### src/rtl/traffic_lights_pkg.sv
`default_nettype none
// ============================================================================
// Module      : traffic_lights_pkg
// Description : Shared command codes, op/state enums and the command table
//               for the traffic-light configuration sequencer.
// Revision    : 1.0 - initial release
// ============================================================================
package traffic_lights_pkg;

    localparam logic [2:0] CMD_RED_START    = 3'd0;
    localparam logic [2:0] CMD_OFF          = 3'd1;
    localparam logic [2:0] CMD_YELLOW_BLINK = 3'd2;
    localparam logic [2:0] CMD_SET_GREEN    = 3'd3;
    localparam logic [2:0] CMD_SET_RED      = 3'd4;
    localparam logic [2:0] CMD_SET_YELLOW   = 3'd5;

    typedef enum logic [1:0] {
        OP_ON       = 2'd0,
        OP_OFF      = 2'd1,
        OP_BLINK    = 2'd2,
        OP_RECONFIG = 2'd3
    } op_e;

    typedef enum logic [1:0] {
        IDLE  = 2'd0,
        ISSUE = 2'd1,
        GAP   = 2'd2,
        DONE  = 2'd3
    } state_e;

    typedef struct packed {
        logic [2:0]  ctype;
        logic [15:0] data;
    } cmd_t;

    // The light controller cannot run a zero-length phase.
    function automatic logic [15:0] clamp_ms(input logic [15:0] ms);
        return (ms == 16'd0) ? 16'd1 : ms;
    endfunction

    function automatic logic [2:0] last_step(input op_e op);
        return (op == OP_RECONFIG) ? 3'd4 : 3'd0;
    endfunction

    function automatic cmd_t cmd_lookup(input op_e         op,
                                        input logic [2:0]  step,
                                        input logic [15:0] green_ms,
                                        input logic [15:0] red_ms,
                                        input logic [15:0] yellow_ms);
        cmd_t c;
        c.ctype = CMD_RED_START;
        c.data  = 16'd0;
        case (op)
            OP_ON:    c.ctype = CMD_RED_START;
            OP_OFF:   c.ctype = CMD_OFF;
            OP_BLINK: c.ctype = CMD_YELLOW_BLINK;
            default: begin
                // Blink while reprogramming, then restart from red.
                case (step)
                    3'd0: c.ctype = CMD_YELLOW_BLINK;
                    3'd1: begin c.ctype = CMD_SET_GREEN;  c.data = clamp_ms(green_ms);  end
                    3'd2: begin c.ctype = CMD_SET_RED;    c.data = clamp_ms(red_ms);    end
                    3'd3: begin c.ctype = CMD_SET_YELLOW; c.data = clamp_ms(yellow_ms); end
                    default: c.ctype = CMD_RED_START;
                endcase
            end
        endcase
        return c;
    endfunction

endpackage
`default_nettype wire

### src/rtl/rr_arbiter2.sv
`default_nettype none
// ============================================================================
// Module      : rr_arbiter2
// Description : Two-input round-robin arbiter; pointer moves on accepted grant.
// Revision    : 1.0 - initial release
// ============================================================================
module rr_arbiter2 (
    input  logic       clk_i,
    input  logic       rst_n_i,
    input  logic [1:0] i_req,
    input  logic       i_update,
    input  logic       i_upd_idx,
    output logic [1:0] o_grant
);

    // 0 favours requester 0, 1 favours requester 1.
    logic r_prio;

    always_ff @(posedge clk_i or negedge rst_n_i) begin
        if (!rst_n_i) begin
            r_prio <= 1'b0;
        end else if (i_update) begin
            r_prio <= ~i_upd_idx;
        end
    end

    always_comb begin
        o_grant = 2'b00;
        case (i_req)
            2'b01:   o_grant = 2'b01;
            2'b10:   o_grant = 2'b10;
            2'b11:   o_grant = r_prio ? 2'b10 : 2'b01;
            default: o_grant = 2'b00;
        endcase
    end

endmodule
`default_nettype wire

### src/rtl/traffic_lights_cfg_seq.sv
`default_nettype none
// ============================================================================
// Module      : traffic_lights_cfg_seq
// Description : Arbitrates two requesters and expands each request into a
//               spaced sequence of light-controller commands.
// Revision    : 1.0 - initial release
// ============================================================================
module traffic_lights_cfg_seq
    import traffic_lights_pkg::*;
#(
    parameter int unsigned CMD_GAP_CLK = 1
) (
    input  logic             clk_i,
    input  logic             rst_n_i,
    input  logic [1:0]       req_val_i,
    output logic [1:0]       req_rdy_o,
    input  logic [1:0][1:0]  req_op_i,
    input  logic [1:0][15:0] req_green_ms_i,
    input  logic [1:0][15:0] req_red_ms_i,
    input  logic [1:0][15:0] req_yellow_ms_i,
    output logic [2:0]       cmd_type_o,
    output logic             cmd_val_o,
    output logic [15:0]      cmd_data_o,
    output logic             busy_o,
    output logic             done_o,
    output logic             done_id_o
);

    localparam logic [7:0] c_GAP_LAST = 8'(CMD_GAP_CLK - 1);

    state_e      r_state, w_state_nxt;
    logic [2:0]  r_step, w_step_nxt;
    logic [7:0]  r_gap, w_gap_nxt;
    op_e         r_op, w_op_nxt;
    logic [15:0] r_green, w_green_nxt;
    logic [15:0] r_red, w_red_nxt;
    logic [15:0] r_yellow, w_yellow_nxt;
    logic        r_id, w_id_nxt;

    logic [1:0]  r_rdy;
    logic [2:0]  r_cmd_type;
    logic        r_cmd_val;
    logic [15:0] r_cmd_data;
    logic        r_busy;
    logic        r_done;
    logic        r_done_id;

    logic [1:0]  w_grant;
    logic        w_accept;
    logic        w_acc_idx;
    cmd_t        w_cmd;

    rr_arbiter2 u_arb (
        .clk_i     (clk_i),
        .rst_n_i   (rst_n_i),
        .i_req     (req_val_i),
        .i_update  (w_accept),
        .i_upd_idx (w_acc_idx),
        .o_grant   (w_grant)
    );

    always_comb begin
        w_accept     = |(r_rdy & req_val_i);
        w_acc_idx    = r_rdy[1];
        w_state_nxt  = r_state;
        w_step_nxt   = r_step;
        w_gap_nxt    = r_gap;
        w_op_nxt     = r_op;
        w_green_nxt  = r_green;
        w_red_nxt    = r_red;
        w_yellow_nxt = r_yellow;
        w_id_nxt     = r_id;

        case (r_state)
            IDLE: begin
                if (w_accept) begin
                    w_state_nxt  = ISSUE;
                    w_step_nxt   = 3'd0;
                    w_gap_nxt    = 8'd0;
                    w_op_nxt     = op_e'(req_op_i[w_acc_idx]);
                    w_green_nxt  = req_green_ms_i[w_acc_idx];
                    w_red_nxt    = req_red_ms_i[w_acc_idx];
                    w_yellow_nxt = req_yellow_ms_i[w_acc_idx];
                    w_id_nxt     = w_acc_idx;
                end
            end
            ISSUE: begin
                if (r_step == last_step(r_op)) begin
                    w_state_nxt = DONE;
                end else begin
                    w_state_nxt = GAP;
                    w_step_nxt  = r_step + 3'd1;
                    w_gap_nxt   = 8'd0;
                end
            end
            GAP: begin
                if (r_gap == c_GAP_LAST) begin
                    w_state_nxt = ISSUE;
                end else begin
                    w_gap_nxt = r_gap + 8'd1;
                end
            end
            DONE:    w_state_nxt = IDLE;
            default: w_state_nxt = IDLE;
        endcase

        // Outputs are registered from the next state so the first command
        // appears in the cycle right after the accept.
        w_cmd = cmd_lookup(w_op_nxt, w_step_nxt, w_green_nxt, w_red_nxt, w_yellow_nxt);
    end

    always_ff @(posedge clk_i or negedge rst_n_i) begin
        if (!rst_n_i) begin
            r_state    <= IDLE;
            r_step     <= 3'd0;
            r_gap      <= 8'd0;
            r_op       <= OP_ON;
            r_green    <= 16'd0;
            r_red      <= 16'd0;
            r_yellow   <= 16'd0;
            r_id       <= 1'b0;
            r_rdy      <= 2'b00;
            r_cmd_type <= 3'd0;
            r_cmd_val  <= 1'b0;
            r_cmd_data <= 16'd0;
            r_busy     <= 1'b0;
            r_done     <= 1'b0;
            r_done_id  <= 1'b0;
        end else begin
            r_state    <= w_state_nxt;
            r_step     <= w_step_nxt;
            r_gap      <= w_gap_nxt;
            r_op       <= w_op_nxt;
            r_green    <= w_green_nxt;
            r_red      <= w_red_nxt;
            r_yellow   <= w_yellow_nxt;
            r_id       <= w_id_nxt;
            r_rdy      <= (w_state_nxt == IDLE) ? w_grant : 2'b00;
            r_cmd_val  <= (w_state_nxt == ISSUE);
            r_cmd_type <= (w_state_nxt == ISSUE) ? w_cmd.ctype : 3'd0;
            r_cmd_data <= (w_state_nxt == ISSUE) ? w_cmd.data : 16'd0;
            r_busy     <= (w_state_nxt != IDLE);
            r_done     <= (w_state_nxt == DONE);
            if (w_state_nxt == DONE) begin
                r_done_id <= r_id;
            end
        end
    end

    assign req_rdy_o  = r_rdy;
    assign cmd_type_o = r_cmd_type;
    assign cmd_val_o  = r_cmd_val;
    assign cmd_data_o = r_cmd_data;
    assign busy_o     = r_busy;
    assign done_o     = r_done;
    assign done_id_o  = r_done_id;

endmodule
`default_nettype wire

### config.mk
export PLATFORM = sky130hd
export DESIGN_NAME = traffic_lights_cfg_seq
export DESIGN_NICKNAME = d
export VERILOG_FILES = /design/src/rtl/traffic_lights_pkg.sv /design/src/rtl/rr_arbiter2.sv /design/src/rtl/traffic_lights_cfg_seq.sv
export SDC_FILE = /design/constraint.sdc
export NUM_CORES = 1
export LEC_CHECK = 0
export BUFFER_PORTS_ARGS = -buffer_cell sky130_fd_sc_hd__buf_2
export CAP_MARGIN = 20
export CORE_ASPECT_RATIO = 0.7
export CORE_MARGIN = 2
export CORE_UTILIZATION = 47
export CTS_CLUSTER_DIAMETER = 40
export CTS_CLUSTER_SIZE = 30
export DETAILED_ROUTE_END_ITERATION = 10
export GPL_TIMING_DRIVEN = 1
export MAX_ROUTING_LAYER = met4
export PLACE_DENSITY = 0.74
export SLEW_MARGIN = 5
export SYNTH_ARGS = -nofsm -noshare
export SYNTH_HDL_FRONTEND = slang
export SYNTH_SLANG_ARGS = --single-unit
### constraint.sdc
create_clock -name clk_i -period 2 [get_ports clk_i]
set_input_delay 0.1 -clock clk_i [delete_from_list [all_inputs] [get_ports clk_i]]
set_output_delay 0.1 -clock clk_i [all_outputs]
set_load 0.02 [all_outputs]
==> impl_metrics.json, run 1 <==
{
  "period_needed_ps": 2260,
  "core_area_um2": 9650,
  "synthMuxAreaShare": 0.131,
  "die_area_um2": 10700,
  "drv_cap": 0,
  "period_share": 1.13,
  "yosys.area.top_type": "dfrtp_1",
  "worstReg2RegStart": "req_rdy_o[1]",
  "relSlewSlack": 0.612,
  "die_h_um": 87,
  "failed_checks": "negative setup slack",
  "port_buffers": 128,
  "finalWorstSetupSlack_ps": -256,
  "post_route_cells_drive_above_1_share": 0.429,
  "grt_max_degree": 43,
  "path_class": "reg2reg",
  "synthToLayoutAreaGrowth_pct": 39.2,
  "cp_max_fo": 7,
  "endpoint_kind": "flop",
  "synth_nets": 565,
  "ys_ff_latch": 90,
  "ys_seq_area_frac": 0.487,
  "cts_tree": "built",
  "fillers": 745,
  "synthXorXnorAreaFrac": 0.0114,
  "dr.pass1.iters": 5,
  "htreeDepth": 3,
  "synthTopCellsByArea": "dfrtp_1, mux2i_1, o21ai_0, nand2_1, nor4_1",
  "power_mw": 10.2,
  "rsz0062_at_grt": "true",
  "avgRoutedWirePerCell_um": 18.9,
  "critPathArrivalTime_ps": 2470,
  "start_util": 0.480,
  "synth_top_family_by_area": "compound AO/OA/AOI/OAI gates",
  "syn_area_um2": 4630,
  "max_clock_freq_ghz": 0.443,
  "grt_pass1_vias": 4042,
  "antenna_found_initial": 0,
  "wl_mm": 14.6,
  "power.ir.vdd_worst_v": 0.000798,
  "routabilityCongestion": 0.921,
  "synth_compound_area_frac": 0.181,
  "p_leak_nw": 3.05,
  "synthCells": 457,
  "dp_hpwl_mm": 10.3,
  "clkTransAtPathRegs_ps": 70,
  "first_iter_violations": 471,
  "rows": 30,
  "numCtsBuffers": 9,
  "synth.avg_cell_area_um2": 10.1,
  "synth_ff_type": "dfrtp_1",
  "r2r_cells": 8,
  "hold_depth": 3,
  "root_buffer": "clkbuf_16",
  "final_area_um2": 6440,
  "synth_cell_type_count": 52,
  "numClockSinks": 90,
  "clk_latency_ps": 340,
  "layout_common_cells": "buf_2, dfrtp_1, o21ai_0",
  "vias": 4388,
  "grt_pass1_wl_mm": 21.1,
  "power.density_nw_per_um2": 1590,
  "hold_ws_ps": 62.6,
  "fin_skew_ps": 7.68,
  "placed_cell_area_um2": 5750,
  "final_common_cell": "buf_2",
  "viasPerCell": 5.68,
  "ant_nets": 0,
  "die_w_um": 123,
  "drc": 0,
  "setup_violations": 16,
  "synthArstFlopShare": 1.00,
  "tns_ps": -1860,
  "worst_path_max_delay_cell": "dfrtp_4",
  "timing.rr.end": "cmd_data_o[13]",
  "synthSimpleGateAreaFrac": 0.135,
  "hold_start": "req_val_i[0]",
  "cp_slowest_stage_delay_ps": 490,
  "min_to": "req_rdy_o[0]",
  "ios": 129,
  "cp_data_required_time_ps": 2210,
  "startpoint_type": "flop",
  "hold_path.class": "in2reg",
  "grt_util_all_layers": 0.269,
  "status": "complete, but fails checks",
  "worstMarginPinSlew_ps": 583,
  "hold_viol_final": 0,
  "diodes": 0,
  "fin_nets": 747,
  "yosys.area.top_type_share": 0.487,
  "path_cells": "buf_6 > a22oi_4 > o21ai_1 > a221oi_1 > buf_4 > o2111ai_1 > a32oi_1 > a21oi_2",
  "synth_fa_ha_area_frac": 0.0108,
  "pre_cts_slack_ps": -264,
  "r2r_setup_slack_ps": -260,
  "yosysWarnings": 0,
  "clock_path_buffers": 2,
  "synth_edf_count": 0,
  "overflow": 0,
  "drv_slew": 0
}
## metal layers
metal / up-vias / global-route usage / part of all wire
li1: 2037 / - / -
met1: 2113 / 0.392 / 0.45
met2: 216 / 0.389 / 0.45
met3: 22 / 0.0707 / 0.084
met4: 0 / 0.0366 / 0.012
met5: - / - / 0
## flip-flops by register name (all words and copies together), names as in the netlist, 3 cells and up
register and cells:
cmd_data_o 16, r_red 16, cmd_type_o 3, r_gap 8, r_green 16, r_yellow 16, r_step 3
## logic make-up (layout without fill, tap and decap cells)
group	Yosys count	after routing
AO/OA/AOI/OAI	136	136
AND/OR/NAND/NOR	123	123
flip-flops	90	90
multiplexers	60	60
buffers and inverters	38	225
XOR/XNOR	6	6
adder cells (fa/ha/maj)	4	4
## critical path: cells and delay by family (launching register included)
family / cells / cell delay, ps
buf+inv: 2 / 320
compound gates: 6 / 1300
flops: 1 / 490
## final cells by class
cell class,instances,area (µm²),share of cell area
Sequential cell,90,2260,0.351
Inverter,11,41.3,0.00641
Clock buffer,9,225,0.0350
Tap cell,128,160,0.0249
Clock inverter,7,76.3,0.0118
Timing Repair Buffer,198,1260,0.196
Multi-Input combinational cell,329,2420,0.376
## cells in the mapped netlist, drive strengths merged, types with 2 or more instances
library cell,instances
a211oi,4
a21o,3
a21oi,18
a221oi,2
a22o,2
a22oi,11
a32oi,2
and2,2
and3,6
and4,3
buf,19
clkbuf,8
dfrtp,90
ha,4
inv,11
mux2,3
mux2i,57
nand2,45
nand2b,2
nand3,3
nand4,6
nor2,18
nor2b,6
nor3,9
nor3b,2
nor4,17
o2111ai,2
o21ai,76
o22a,2
o2bb2ai,5
or2,2
xor2,6
## report_power, final
group | total (mW) | switching [mW] | internal [mW] | leakage [nW]
sequential | 2.81 | 0.369 | 2.44 | 1.17
clock | 1.72 | 0.741 | 0.977 | 0.142
combinational | 5.69 | 3.20 | 2.50 | 1.74
total | 10.2 | 4.31 | 5.91 | 3.05
## repair_timing
item,4_1_cts,5_1_grt
resized for setup,26,56
pin swaps,7,11
buffers inserted,2,11
cloned,1,0
hold endpoints to repair,40,0
setup endpoints to repair,23,24
hold buffers,1,0
## how the worst max path moves through the flow
| stage | startpoint | endpoint | slack, ps | cells after the start |
|---|---|---|---|---|
| 2_1_floorplan | r_step[0] | cmd_data_o[0] | -70 | 8 |
| 3_3_place_gp | req_rdy_o[1] | cmd_data_o[0] | -220 | 7 |
| 3_5_place_dp | req_rdy_o[1] | cmd_data_o[0] | -260 | 7 |
| 4_1_cts | r_op[0] | cmd_data_o[6] | -140 | 8 |
| 5_1_grt | req_rdy_o[1] | cmd_data_o[13] | -300 | 8 |
| 6_report | req_rdy_o[1] | cmd_data_o[13] | -260 | 8 |
## metrics by stage
| stage | util | instances |
|---|---|---|
| finish | 0.668 | 772 |
| global placement | 0.596 | 745 |
| CTS | 0.639 | 762 |
| floorplan | - | 457 |
| global route | 0.668 | 772 |
| detailed placement | 0.596 | 745 |
No activity file was read; power rests on OpenSTA's default activity.
==> run 2: changes to the inputs <==
--- a/config.mk
+++ b/config.mk
@@ -7,9 +7,11 @@
 export LEC_CHECK = 0
 export BUFFER_PORTS_ARGS = -buffer_cell sky130_fd_sc_hd__buf_2
 export CAP_MARGIN = 20
+export CELL_PAD_IN_SITES_DETAIL_PLACEMENT = 1
+export CELL_PAD_IN_SITES_GLOBAL_PLACEMENT = 1
 export CORE_ASPECT_RATIO = 0.7
 export CORE_MARGIN = 2
-export CORE_UTILIZATION = 47
+export CORE_UTILIZATION = 36
 export CTS_CLUSTER_DIAMETER = 40
 export CTS_CLUSTER_SIZE = 30
 export DETAILED_ROUTE_END_ITERATION = 10
==> run 2 against run 1 <==
  * The run still ends with negative setup slack left
  * Sequential power barely moved
  * Cell count rose by 5.8%
  * Largest cell class unchanged
  * Worst setup slack got worse by 4.8 ps
  * Via count rose by 1.0%
  * Core utilization fell by 14 points
  * Clock power rose by 6%
  * Critical path depth rose by 2
  * Register-to-register slack barely moved
  * Highest routed layer unchanged
  * First-iteration DRC count fell by 52%
==> impl_metrics.json, run 2 (synthesized netlist as in run 1, its figures left out) <==
{
  "grt_pass1_wl_mm": 25.8,
  "hold_path.class": "in2reg",
  "path_cells": "buf_6 > a22oi_4 > buf_6 > buf_4 > nor3_1 > a221oi_2 > o2111a_1 > o311ai_1 > buf_4 > a31oi_2",
  "drv_cap": 0,
  "layout_common_cells": "buf_2, dfrtp_1, o21ai_0",
  "startpoint_type": "flop",
  "htreeDepth": 3,
  "post_route_cells_drive_above_1_share": 0.421,
  "fin_nets": 758,
  "viasPerCell": 5.42,
  "finalWorstSetupSlack_ps": -261,
  "avgRoutedWirePerCell_um": 20.1,
  "fin_skew_ps": 6.11,
  "placed_cell_area_um2": 5850,
  "cp_slowest_stage_delay_ps": 490,
  "hold_viol_final": 0,
  "numCtsBuffers": 9,
  "clk_latency_ps": 350,
  "period_share": 1.13,
  "wl_mm": 16.4,
  "antenna_found_initial": 0,
  "fin_cells": 817,
  "first_iter_violations": 224,
  "dr.pass1.iters": 5,
  "grt_util_all_layers": 0.243,
  "core_area_um2": 12500,
  "vias": 4432,
  "drv_slew": 0,
  "relSlewSlack": 0.625,
  "cp_max_fo": 5,
  "endpoint_kind": "flop",
  "clkTransAtPathRegs_ps": 60,
  "final_common_cell": "buf_2",
  "status": "complete, but fails checks",
  "ant_nets": 0,
  "period_needed_ps": 2260,
  "critPathArrivalTime_ps": 2520,
  "numClockSinks": 90,
  "grt_pass1_vias": 4751,
  "grt_max_degree": 41,
  "dp_cells": 785,
  "power.density_nw_per_um2": 1580,
  "cp_top_family": "compound AO/OA/AOI/OAI gates",
  "cp_data_required_time_ps": 2260,
  "drc": 0,
  "setup_violations": 16,
  "p_leak_nw": 3.12,
  "port_buffers": 128,
  "die_w_um": 139,
  "ios": 129,
  "die_area_um2": 13800,
  "cts_tree": "built",
  "max_clock_freq_ghz": 0.442,
  "failed_checks": "negative setup slack",
  "die_h_um": 98.8,
  "path_class": "reg2reg",
  "final_area_um2": 6570,
  "start_util": 0.371,
  "routabilityCongestion": 0.863,
  "worst_path_max_delay_cell": "dfrtp_4",
  "utilization": 0.527,
  "diodes": 0,
  "critPathBufInv": 4,
  "overflow": 0,
  "synthToLayoutAreaGrowth_pct": 42.0,
  "dp_hpwl_mm": 12.0,
  "clock_path_buffers": 2,
  "worstMarginPinSlew_ps": 557,
  "r2r_setup_slack_ps": -260,
  "hold_ws_ps": 41.2,
  "root_buffer": "clkbuf_16",
  "rsz0062_at_grt": "true",
  "power.ir.vdd_worst_v": 0.000715,
  "rows": 34
}
-- run 2: per-stage QoR --
step | power [mW] | worst slack, ps | setup TNS [ps]
6_report | 10.4 | -261 | -3330
5_1_grt | 10.9 | -419 | -6050
4_1_cts | 9.80 | -174 | -1610
3_5_place_dp | 7.56 | -256 | -3760
3_3_place_gp | 7.36 | -180 | -1470
2_1_floorplan | 5.48 | -65.7 | -294
-- run 2: final cells by class --
class,instances,area (µm²)
Fill cell,1431,5900
Multi-Input combinational cell,329,2380
Sequential cell,90,2260
Timing Repair Buffer,209,1370
Clock buffer,15,288
Tap cell,162,203
Inverter,11,41.3
Clock inverter,1,30.0
-- run 2: routing by layer --
| layer | wire length (µm) | vias to the layer above | global-route usage |
|---|---|---|---|
| met2 | 7370 | 147 | 0.373 |
| met5 | 0 | - | - |
| met3 | 848 | 15 | 0.0466 |
| met1 | 8020 | 2199 | 0.347 |
| li1 | - | 2071 | - |
| met4 | 152 | 0 | 0.0311 |
-- run 2: report_power, final --
group | internal [mW] | switching (mW) | leakage, nW
Sequential | 2.44 | 0.348 | 1.17
Clock | 1.11 | 0.714 | 0.156
Combinational | 2.53 | 3.22 | 1.79
-- run 2: what timing repair did --
item | CTS | global route
pin swaps | 7 | 11
hold buffers | 1 | 0
endpoints found under the hold margin | 33 | 0
resized for setup | 28 | 34
cloned | 1 | 2
endpoints found under the setup margin | 23 | 24
buffers inserted | 6 | 8
-- run 2: final timing paths --
path	start	endpoint	cells after the start
max	req_rdy_o[1]	cmd_data_o[0]	10
min	req_val_i[0]	req_rdy_o[0]	3
max reg2reg	req_rdy_o[1]	cmd_data_o[0]	10
min reg2reg	u_arb.r_prio	req_rdy_o[0]	1
max in group asynchronous	rst_n_i	cmd_type_o[2]	3
min in group asynchronous	rst_n_i	r_id	2
-- run 2: worst register-to-register path, stage by stage, from the launching register on --
cell,delay [ps]
dfrtp_4,490
buf_6,150
a22oi_4,280
buf_6,140
buf_4,100
nor3_1,60
a221oi_2,270
o2111a_1,260
o311ai_1,90
buf_4,170
a31oi_2,170
